File: src/rtl/uart_rx_deserializer.sv
// UART receive deserializer: 16x oversampled start/data/stop recovery with majority vote.
// Optional parity bit checking is compiled in with `define UART_RX_PARITY_EN.
module uart_rx_deserializer #(
    parameter int DATA_BITS   = 8,
    parameter int SYNC_STAGES = 2
) (
    input  logic                 uart_clk,
    input  logic                 PRESETn,
    input  logic                 rx_en,
    input  logic                 baud_tick_x16,
    input  logic                 rx,
    input  logic                 parity_odd,
    output logic [DATA_BITS-1:0] data_out,
    output logic                 data_valid,
    output logic                 frame_err,
    output logic                 parity_err,
    output logic                 break_det,
    output logic                 busy
);

    typedef enum logic [2:0] {
        ST_IDLE   = 3'd0,
        ST_START  = 3'd1,
        ST_DATA   = 3'd2,
        ST_PARITY = 3'd3,
        ST_STOP   = 3'd4,
        ST_BREAK  = 3'd5
    } state_t;

`ifdef UART_RX_PARITY_EN
    localparam state_t AFTER_DATA = ST_PARITY;
`else
    localparam state_t AFTER_DATA = ST_STOP;
`endif
    localparam logic [2:0] LAST_IDX = 3'(DATA_BITS - 1);

    function automatic logic majority3(input logic a, input logic b, input logic c);
        return (a & b) | (a & c) | (b & c);
    endfunction

    function automatic logic parity_of(input logic [DATA_BITS-1:0] word, input logic pbit);
        return ^{word, pbit};
    endfunction

    logic [SYNC_STAGES-1:0] sync_r;
    logic                   rx_s;
    logic                   bit_s;

    state_t                 state_r, state_nxt_s;
    logic [3:0]             sub_cnt_r, sub_nxt_s;
    logic [2:0]             bit_idx_r, idx_nxt_s;
    logic [DATA_BITS-1:0]   shift_r, shift_nxt_s;
    logic                   s7_r, s7_nxt_s;
    logic                   s8_r, s8_nxt_s;
    logic                   any_one_r, one_nxt_s;
    logic                   par_pend_r, ppend_nxt_s;
    logic [DATA_BITS-1:0]   data_out_r, dout_nxt_s;
    logic                   data_valid_r, dv_nxt_s;
    logic                   frame_err_r, ferr_nxt_s;
    logic                   parity_err_r, perr_nxt_s;
    logic                   break_det_r, brk_nxt_s;
    logic                   busy_r;

`ifndef UART_RX_PARITY_EN
    logic unused_parity_s;
    assign unused_parity_s = parity_odd;
`endif

    // Input synchronizer; resets to the idle-high line level
    always_ff @(posedge uart_clk or negedge PRESETn) begin
        if (!PRESETn) begin
            sync_r <= '1;
        end else begin
            sync_r <= {sync_r[SYNC_STAGES-2:0], rx};
        end
    end

    assign rx_s  = sync_r[SYNC_STAGES-1];
    assign bit_s = majority3(s7_r, s8_r, rx_s);

    // Next-state and datapath decode
    always_comb begin
        state_nxt_s = state_r;
        sub_nxt_s   = sub_cnt_r;
        idx_nxt_s   = bit_idx_r;
        shift_nxt_s = shift_r;
        s7_nxt_s    = s7_r;
        s8_nxt_s    = s8_r;
        one_nxt_s   = any_one_r;
        ppend_nxt_s = par_pend_r;
        dout_nxt_s  = data_out_r;
        dv_nxt_s    = 1'b0;
        ferr_nxt_s  = frame_err_r;
        perr_nxt_s  = parity_err_r;
        brk_nxt_s   = break_det_r;

        if (!rx_en) begin
            state_nxt_s = ST_IDLE;
            sub_nxt_s   = 4'd0;
            shift_nxt_s = '0;
            brk_nxt_s   = 1'b0;
        end else if (state_r == ST_IDLE) begin
            if (baud_tick_x16 && !rx_s) begin
                state_nxt_s = ST_START;
                sub_nxt_s   = 4'd1;
                one_nxt_s   = 1'b0;
                ppend_nxt_s = 1'b0;
            end else begin
                sub_nxt_s   = 4'd0;
            end
        end else if (state_r == ST_BREAK) begin
            // BREAK exit does not wait for a tick
            if (rx_s) begin
                state_nxt_s = ST_IDLE;
                brk_nxt_s   = 1'b0;
            end else begin
                brk_nxt_s   = 1'b1;
            end
        end else if (baud_tick_x16) begin
            sub_nxt_s = sub_cnt_r + 4'd1;
            case (sub_cnt_r)
                4'd7:    s7_nxt_s = rx_s;
                4'd8:    s8_nxt_s = rx_s;
                default: s7_nxt_s = s7_r;
            endcase

            case (state_r)
                ST_START: begin
                    if (sub_cnt_r == 4'd9 && bit_s) begin
                        state_nxt_s = ST_IDLE;
                    end else if (sub_cnt_r == 4'd15) begin
                        state_nxt_s = ST_DATA;
                        idx_nxt_s   = 3'd0;
                    end else begin
                        state_nxt_s = ST_START;
                    end
                end
                ST_DATA: begin
                    if (sub_cnt_r == 4'd9) begin
                        shift_nxt_s = {bit_s, shift_r[DATA_BITS-1:1]};
                        one_nxt_s   = any_one_r | bit_s;
                    end else if (sub_cnt_r == 4'd15) begin
                        idx_nxt_s = bit_idx_r + 3'd1;
                        if (bit_idx_r == LAST_IDX) begin
                            state_nxt_s = AFTER_DATA;
                        end else begin
                            state_nxt_s = ST_DATA;
                        end
                    end else begin
                        shift_nxt_s = shift_r;
                    end
                end
`ifdef UART_RX_PARITY_EN
                ST_PARITY: begin
                    if (sub_cnt_r == 4'd9) begin
                        one_nxt_s   = any_one_r | bit_s;
                        ppend_nxt_s = (parity_of(shift_r, bit_s) != parity_odd);
                    end else if (sub_cnt_r == 4'd15) begin
                        state_nxt_s = ST_STOP;
                    end else begin
                        state_nxt_s = ST_PARITY;
                    end
                end
`endif
                ST_STOP: begin
                    // Leave at mid-stop so the next start edge is seen early
                    if (sub_cnt_r == 4'd9) begin
                        if (bit_s || any_one_r) begin
                            state_nxt_s = ST_IDLE;
                            dv_nxt_s    = 1'b1;
                            dout_nxt_s  = shift_r;
                            ferr_nxt_s  = ~bit_s;
                            perr_nxt_s  = par_pend_r;
                        end else begin
                            state_nxt_s = ST_BREAK;
                            brk_nxt_s   = 1'b1;
                        end
                    end else begin
                        state_nxt_s = ST_STOP;
                    end
                end
                default: begin
                    state_nxt_s = ST_IDLE;
                end
            endcase
        end else begin
            state_nxt_s = state_r;
        end
    end

    // State and output registers
    always_ff @(posedge uart_clk or negedge PRESETn) begin
        if (!PRESETn) begin
            state_r      <= ST_IDLE;
            sub_cnt_r    <= 4'd0;
            bit_idx_r    <= 3'd0;
            shift_r      <= '0;
            s7_r         <= 1'b1;
            s8_r         <= 1'b1;
            any_one_r    <= 1'b0;
            par_pend_r   <= 1'b0;
            data_out_r   <= '0;
            data_valid_r <= 1'b0;
            frame_err_r  <= 1'b0;
            parity_err_r <= 1'b0;
            break_det_r  <= 1'b0;
            busy_r       <= 1'b0;
        end else begin
            state_r      <= state_nxt_s;
            sub_cnt_r    <= sub_nxt_s;
            bit_idx_r    <= idx_nxt_s;
            shift_r      <= shift_nxt_s;
            s7_r         <= s7_nxt_s;
            s8_r         <= s8_nxt_s;
            any_one_r    <= one_nxt_s;
            par_pend_r   <= ppend_nxt_s;
            data_out_r   <= dout_nxt_s;
            data_valid_r <= dv_nxt_s;
            frame_err_r  <= ferr_nxt_s;
            parity_err_r <= perr_nxt_s;
            break_det_r  <= brk_nxt_s;
            busy_r       <= (state_nxt_s != ST_IDLE);
        end
    end

    assign data_out   = data_out_r;
    assign data_valid = data_valid_r;
    assign frame_err  = frame_err_r;
    assign parity_err = parity_err_r;
    assign break_det  = break_det_r;
    assign busy       = busy_r;

endmodule

File: config.mk
export PLATFORM = sky130hd
export DESIGN_NAME = uart_rx_deserializer
export DESIGN_NICKNAME = d
export VERILOG_FILES = /design/src/rtl/uart_rx_deserializer.sv
export SDC_FILE = /design/constraint.sdc
export NUM_CORES = 1
export LEC_CHECK = 0
export CAP_MARGIN = 20
export CORE_MARGIN = 2
export CORE_UTILIZATION = 35
export CTS_CLUSTER_SIZE = 30
export DETAILED_ROUTE_END_ITERATION = 8
export GPL_TIMING_DRIVEN = 1
export SLEW_MARGIN = 25
export SYNTH_ARGS = -nofsm -noshare
export SYNTH_HDL_FRONTEND = slang
export SYNTH_SLANG_ARGS = --single-unit
export TNS_END_PERCENT = 30
File: constraint.sdc
create_clock -name uart_clk -period 2.4 [get_ports uart_clk]
set_input_delay 0.48 -clock uart_clk [delete_from_list [all_inputs] [get_ports uart_clk]]
set_output_delay 0.48 -clock uart_clk [all_outputs]
set_load 0.01 [all_outputs]
==> results_tabular.tex <==
\begin{tabular}{lr}
\hline
Metric & Value \\
\hline
\multicolumn{2}{l}{\textbf{Outcome}} \\
\quad Run status & finished, final reports clean \\
\multicolumn{2}{l}{\textbf{Finish}} \\
\quad Utilization after layout & 0.429 \\
\quad Multi-input gate area & 856 µm² \\
\quad Diodes inserted & 0 \\
\quad Layout overhead on the synthesized area & 19.2\% \\
\quad Sequential Area & 881 µm² \\
\quad Design area & 0.00216 mm² \\
\quad Fillers & 492 \\
\quad Fraction of layout cells with a size suffix above 1 & 0.190 \\
\quad Total Nets Final & 194 \\
\quad Post-route non-filler standard cell count & 254 \\
\multicolumn{2}{l}{\textbf{Clock network}} \\
\quad Root buffer cell & sky130\_fd\_sc\_hd\_\_clkbuf\_8 \\
\quad TritonCTS clock tree & done \\
\quad CTS Buf Count & 5 \\
\quad Post-CTS setup buffers & 0 \\
\quad Post-CTS Hold Buffers & 0 \\
\quad Clock latency at the later pin of the worst-skew pair & 0.29 ns \\
\quad Resize count post-CTS & 0 \\
\quad Number of levels the H-tree was split into & 2 \\
\quad Maximum count of clock buffers along a single path & 2 \\
\quad CTS clk-pin slew, worst paths & 0.07 ns \\
\quad TritonCTS Sinks & 35 \\
\multicolumn{2}{l}{\textbf{Power and ir drop}} \\
\quad Worst IR drop on VDD & 0.244 mV \\
\quad Net switching power figure & 0.280 mW \\
\quad Fraction of power consumed by sequential logic & 0.496 \\
\quad Total power density per cell area & 569 mW/mm² \\
\quad Portion of total power attributed to the clock network & 0.426 \\
\quad Share of power burned in combinational logic & 0.078 \\
\quad Leakage & 0.986 nW \\
\quad Final total power & 1.23 mW \\
\quad Internal power & 0.951 mW \\
\quad Fraction of power spent switching nets & 0.227 \\
\multicolumn{2}{l}{\textbf{Route}} \\
\quad Post-detailed-route wirelength per cell & 13.4 µm \\
\quad Number of search-and-repair iterations in the first detailed-routing pass & 4 \\
\quad Post-DR vias/cell & 4.94 \\
\quad \# DRC & 0 \\
\quad Routed vias & 1254 \\
\quad Total Routed Length & 3400 µm \\
\quad Number of DRC violations after detailed-routing iteration 0 & 61 \\
\quad Count of antenna-violating nets left after detailed routing & 0 \\
\multicolumn{2}{l}{\textbf{Yosys}} \\
\quad Share of flip-flops with an asynchronous set or reset after synthesis & 1.00 \\
\quad Netlist Area Pre-Place & 0.00182 mm² \\
\quad Total of flip-flops plus latches after synthesis & 35 \\
\quad Post-synth top area cell & sky130\_fd\_sc\_hd\_\_dfrtp\_1 \\
\quad Number of enable-type register cells in the synthesized netlist & 0 \\
\quad Most used DFF post-synth & sky130\_fd\_sc\_hd\_\_dfrtp\_1 \\
\quad Top cells by area, synth & sky130\_fd\_sc\_hd\_\_dfrtp\_1, sky130\_fd\_sc\_hd\_\_dfstp\_2, sky130\_fd\_sc\_hd\_\_mux2\_4, sky130\_fd\_sc\_hd\_\_mux2i\_1, sky130\_fd\_sc\_hd\_\_ha\_1 \\
\quad Number of warnings printed during yosys synthesis & 0 \\
\quad Average cell area after synthesis & 11.2 µm² \\
\quad Post-synthesis sequential area ratio & 0.485 \\
\quad Most numerous cell in the Yosys netlist & sky130\_fd\_sc\_hd\_\_dfrtp\_1 \\
\quad Cell types with the highest counts after synthesis & sky130\_fd\_sc\_hd\_\_dfrtp\_1, sky130\_fd\_sc\_hd\_\_nand2\_1, sky130\_fd\_sc\_hd\_\_nor2\_1 \\
\quad Gate count of the mapped netlist & 162 \\
\quad Synthesized netlist net count & 173 \\
\quad Yosys cell types & 44 \\
\quad Portion of synthesized cell area occupied by the leading cell type & 0.427 \\
\multicolumn{2}{l}{\textbf{Floorplan}} \\
\quad Die width & 76.0 µm \\
\quad Core Footprint & 0.00504 mm² \\
\quad Die Ht & 76.0 µm \\
\quad Num rows & 26 \\
\quad Effective utilization at floorplan & 0.360 \\
\quad Die area & 0.00578 mm² \\
\quad I/O pins & 19 \\
\multicolumn{2}{l}{\textbf{Worst hold path}} \\
\quad Hold path startpoint & sync\_r[0] \\
\quad Worst min path class & reg -> reg \\
\multicolumn{2}{l}{\textbf{Worst setup path}} \\
\quad Start-to-end type of the worst setup path & reg -> reg \\
\quad Reg2Reg Launch Point & sync\_r[1] \\
\quad Crit path required time & 2.57 ns \\
\quad Critical-path top delay cell & sky130\_fd\_sc\_hd\_\_or4\_4 \\
\quad List of cells traversed by the critical path & maj3\_2 > nor2\_1 > or4\_4 > mux2\_4 \\
\quad CP max stage delay & 0.64 ns \\
\quad Maximum fanout along the worst path & 11 \\
\quad Arrival time of the worst setup path & 2.23 ns \\
\quad Worst setup SP type & flip-flop \\
\quad Worst setup startpoint & sync\_r[1] \\
\quad Critical path capture point type & flip-flop \\
\quad Top delay family on crit path & simple AND/OR/NAND/NOR gates \\
\quad Number of buffer and inverter stages on the critical path & 0 \\
\multicolumn{2}{l}{\textbf{Placed design}} \\
\quad Post-placement worst setup slack & 0.189 ns \\
\quad Final HPWL from detailed placement & 2460 µm \\
\quad Routability congestion estimate & 0.874 \\
\quad Placed cell count & 246 \\
\quad Area after DPL & 0.00205 mm² \\
\quad Port bufs & 16 \\
\multicolumn{2}{l}{\textbf{Timing}} \\
\quad Count of endpoints failing setup in the final report & 0 \\
\quad Highest clock frequency the design can meet & 0.486 GHz \\
\quad Final hold slack & 0.358 ns \\
\quad Number of max-slew violations in the final report & 0 \\
\quad Worst path setup slack after routing & 0.344 ns \\
\quad Final worst-path cycle share & 0.857 \\
\quad Post-route setup TNS & 0 ns \\
\quad Crit path time final & 2.06 ns \\
\quad Count of final hold-check violations & 0 \\
\quad Setup repair after global routing missed its margin & false \\
\quad Max Clock Skew & 0.00601 ns \\
\multicolumn{2}{l}{\textbf{Global routing}} \\
\quad GRT Util Overall & 0.126 \\
\quad Global route hottest layer & met2 \\
\quad Global Route met3 Usage & 0.0355 \\
\quad Met2 track utilization from global routing & 0.203 \\
\quad Number of global-route vias before repair & 1253 \\
\quad Wire length of the first global-routing pass & 5850 µm \\
\quad Total gr overflow & 0 \\
\quad Number of antenna violations at the first check in global routing & 0 \\
\quad Largest net degree at the start of global routing & 36 \\
\quad Met1 layer usage reported by global route & 0.158 \\
\multicolumn{2}{l}{\textbf{Job}} \\
\quad \# Max-Cap Violations & 0 \\
\hline
\end{tabular}
==> layer usage <==
metal,part of all wire,vias up
li1,-,605
met1,0.46,606
met2,0.47,35
met3,0.043,8
met4,0.021,0
met5,0,-
==> power by group through the flow <==
stage / sequential, mW / clock (mW) / combinational (mW)
finish: 0.610 / 0.525 / 0.0962
global route: 0.612 / 0.569 / 0.108
CTS: 0.610 / 0.544 / 0.0970
detailed placement: 0.621 / 0 / 0.0968
global placement: 0.620 / 0 / 0.0948
floorplan: 0.619 / 0 / 0.0573
==> placed cells by master, fill, tap and decap left out, drive strengths merged, types with 3 or more instances in the layout <==
master         instances
or2b                   3
nor2b                  7
mux2i                  9
nand2                 11
dfrtp                 31
xor2                   3
nand3b                 3
buf                    6
nand3                  3
inv                    6
dfstp                  4
a21oi                  4
nor3                   5
clkbuf                 5
ha                     5
nor2                  12
o21ai                  7
clkdlybuf4s50         16
mux2                  11
==> layout make-up <==
cell class                      instances  area share
Timing Repair Buffer                   22      0.0948
Multi-Input combinational cell        113       0.395
Clock inverter                          3      0.0202
Inverter                                6      0.0104
Clock buffer                            5      0.0318
Tap cell                               70      0.0405
Sequential cell                        35       0.407
==> logic make-up after synthesis <==
group | after synthesis | synth area share
other cells | 1 | 0.00207
mux | 20 | 0.132
compound gates | 26 | 0.109
xor+xnor | 4 | 0.0193
simple gates | 56 | 0.168
buf+inv | 14 | 0.0434
flops | 35 | 0.485
fa+ha+maj | 6 | 0.0407
==> final timing paths <==
check                                   end  slack (ns)  cells after the start
worst max-delay path            data_out[0]        0.34                      4
worst min-delay path              sync_r[1]        0.36                      0
worst max register to register  data_out[0]        0.34                      4
worst min register to register    sync_r[1]        0.36                      0
max in group asynchronous         sync_r[0]        1.46                      2
min in group asynchronous       data_out[3]        0.60                      2
==> registers in the layout, summed over array words and instances, names as in the netlist <==
name        flops
any_one_r       1
bit_idx_r       3
frame_err       1
data_valid      1
data_out        8
break_det       1
state_r         3
s8_r            1
busy            1
s7_r            1
shift_r         8
sub_cnt_r       4
sync_r          2
Power figures use the tool's default switching activity.
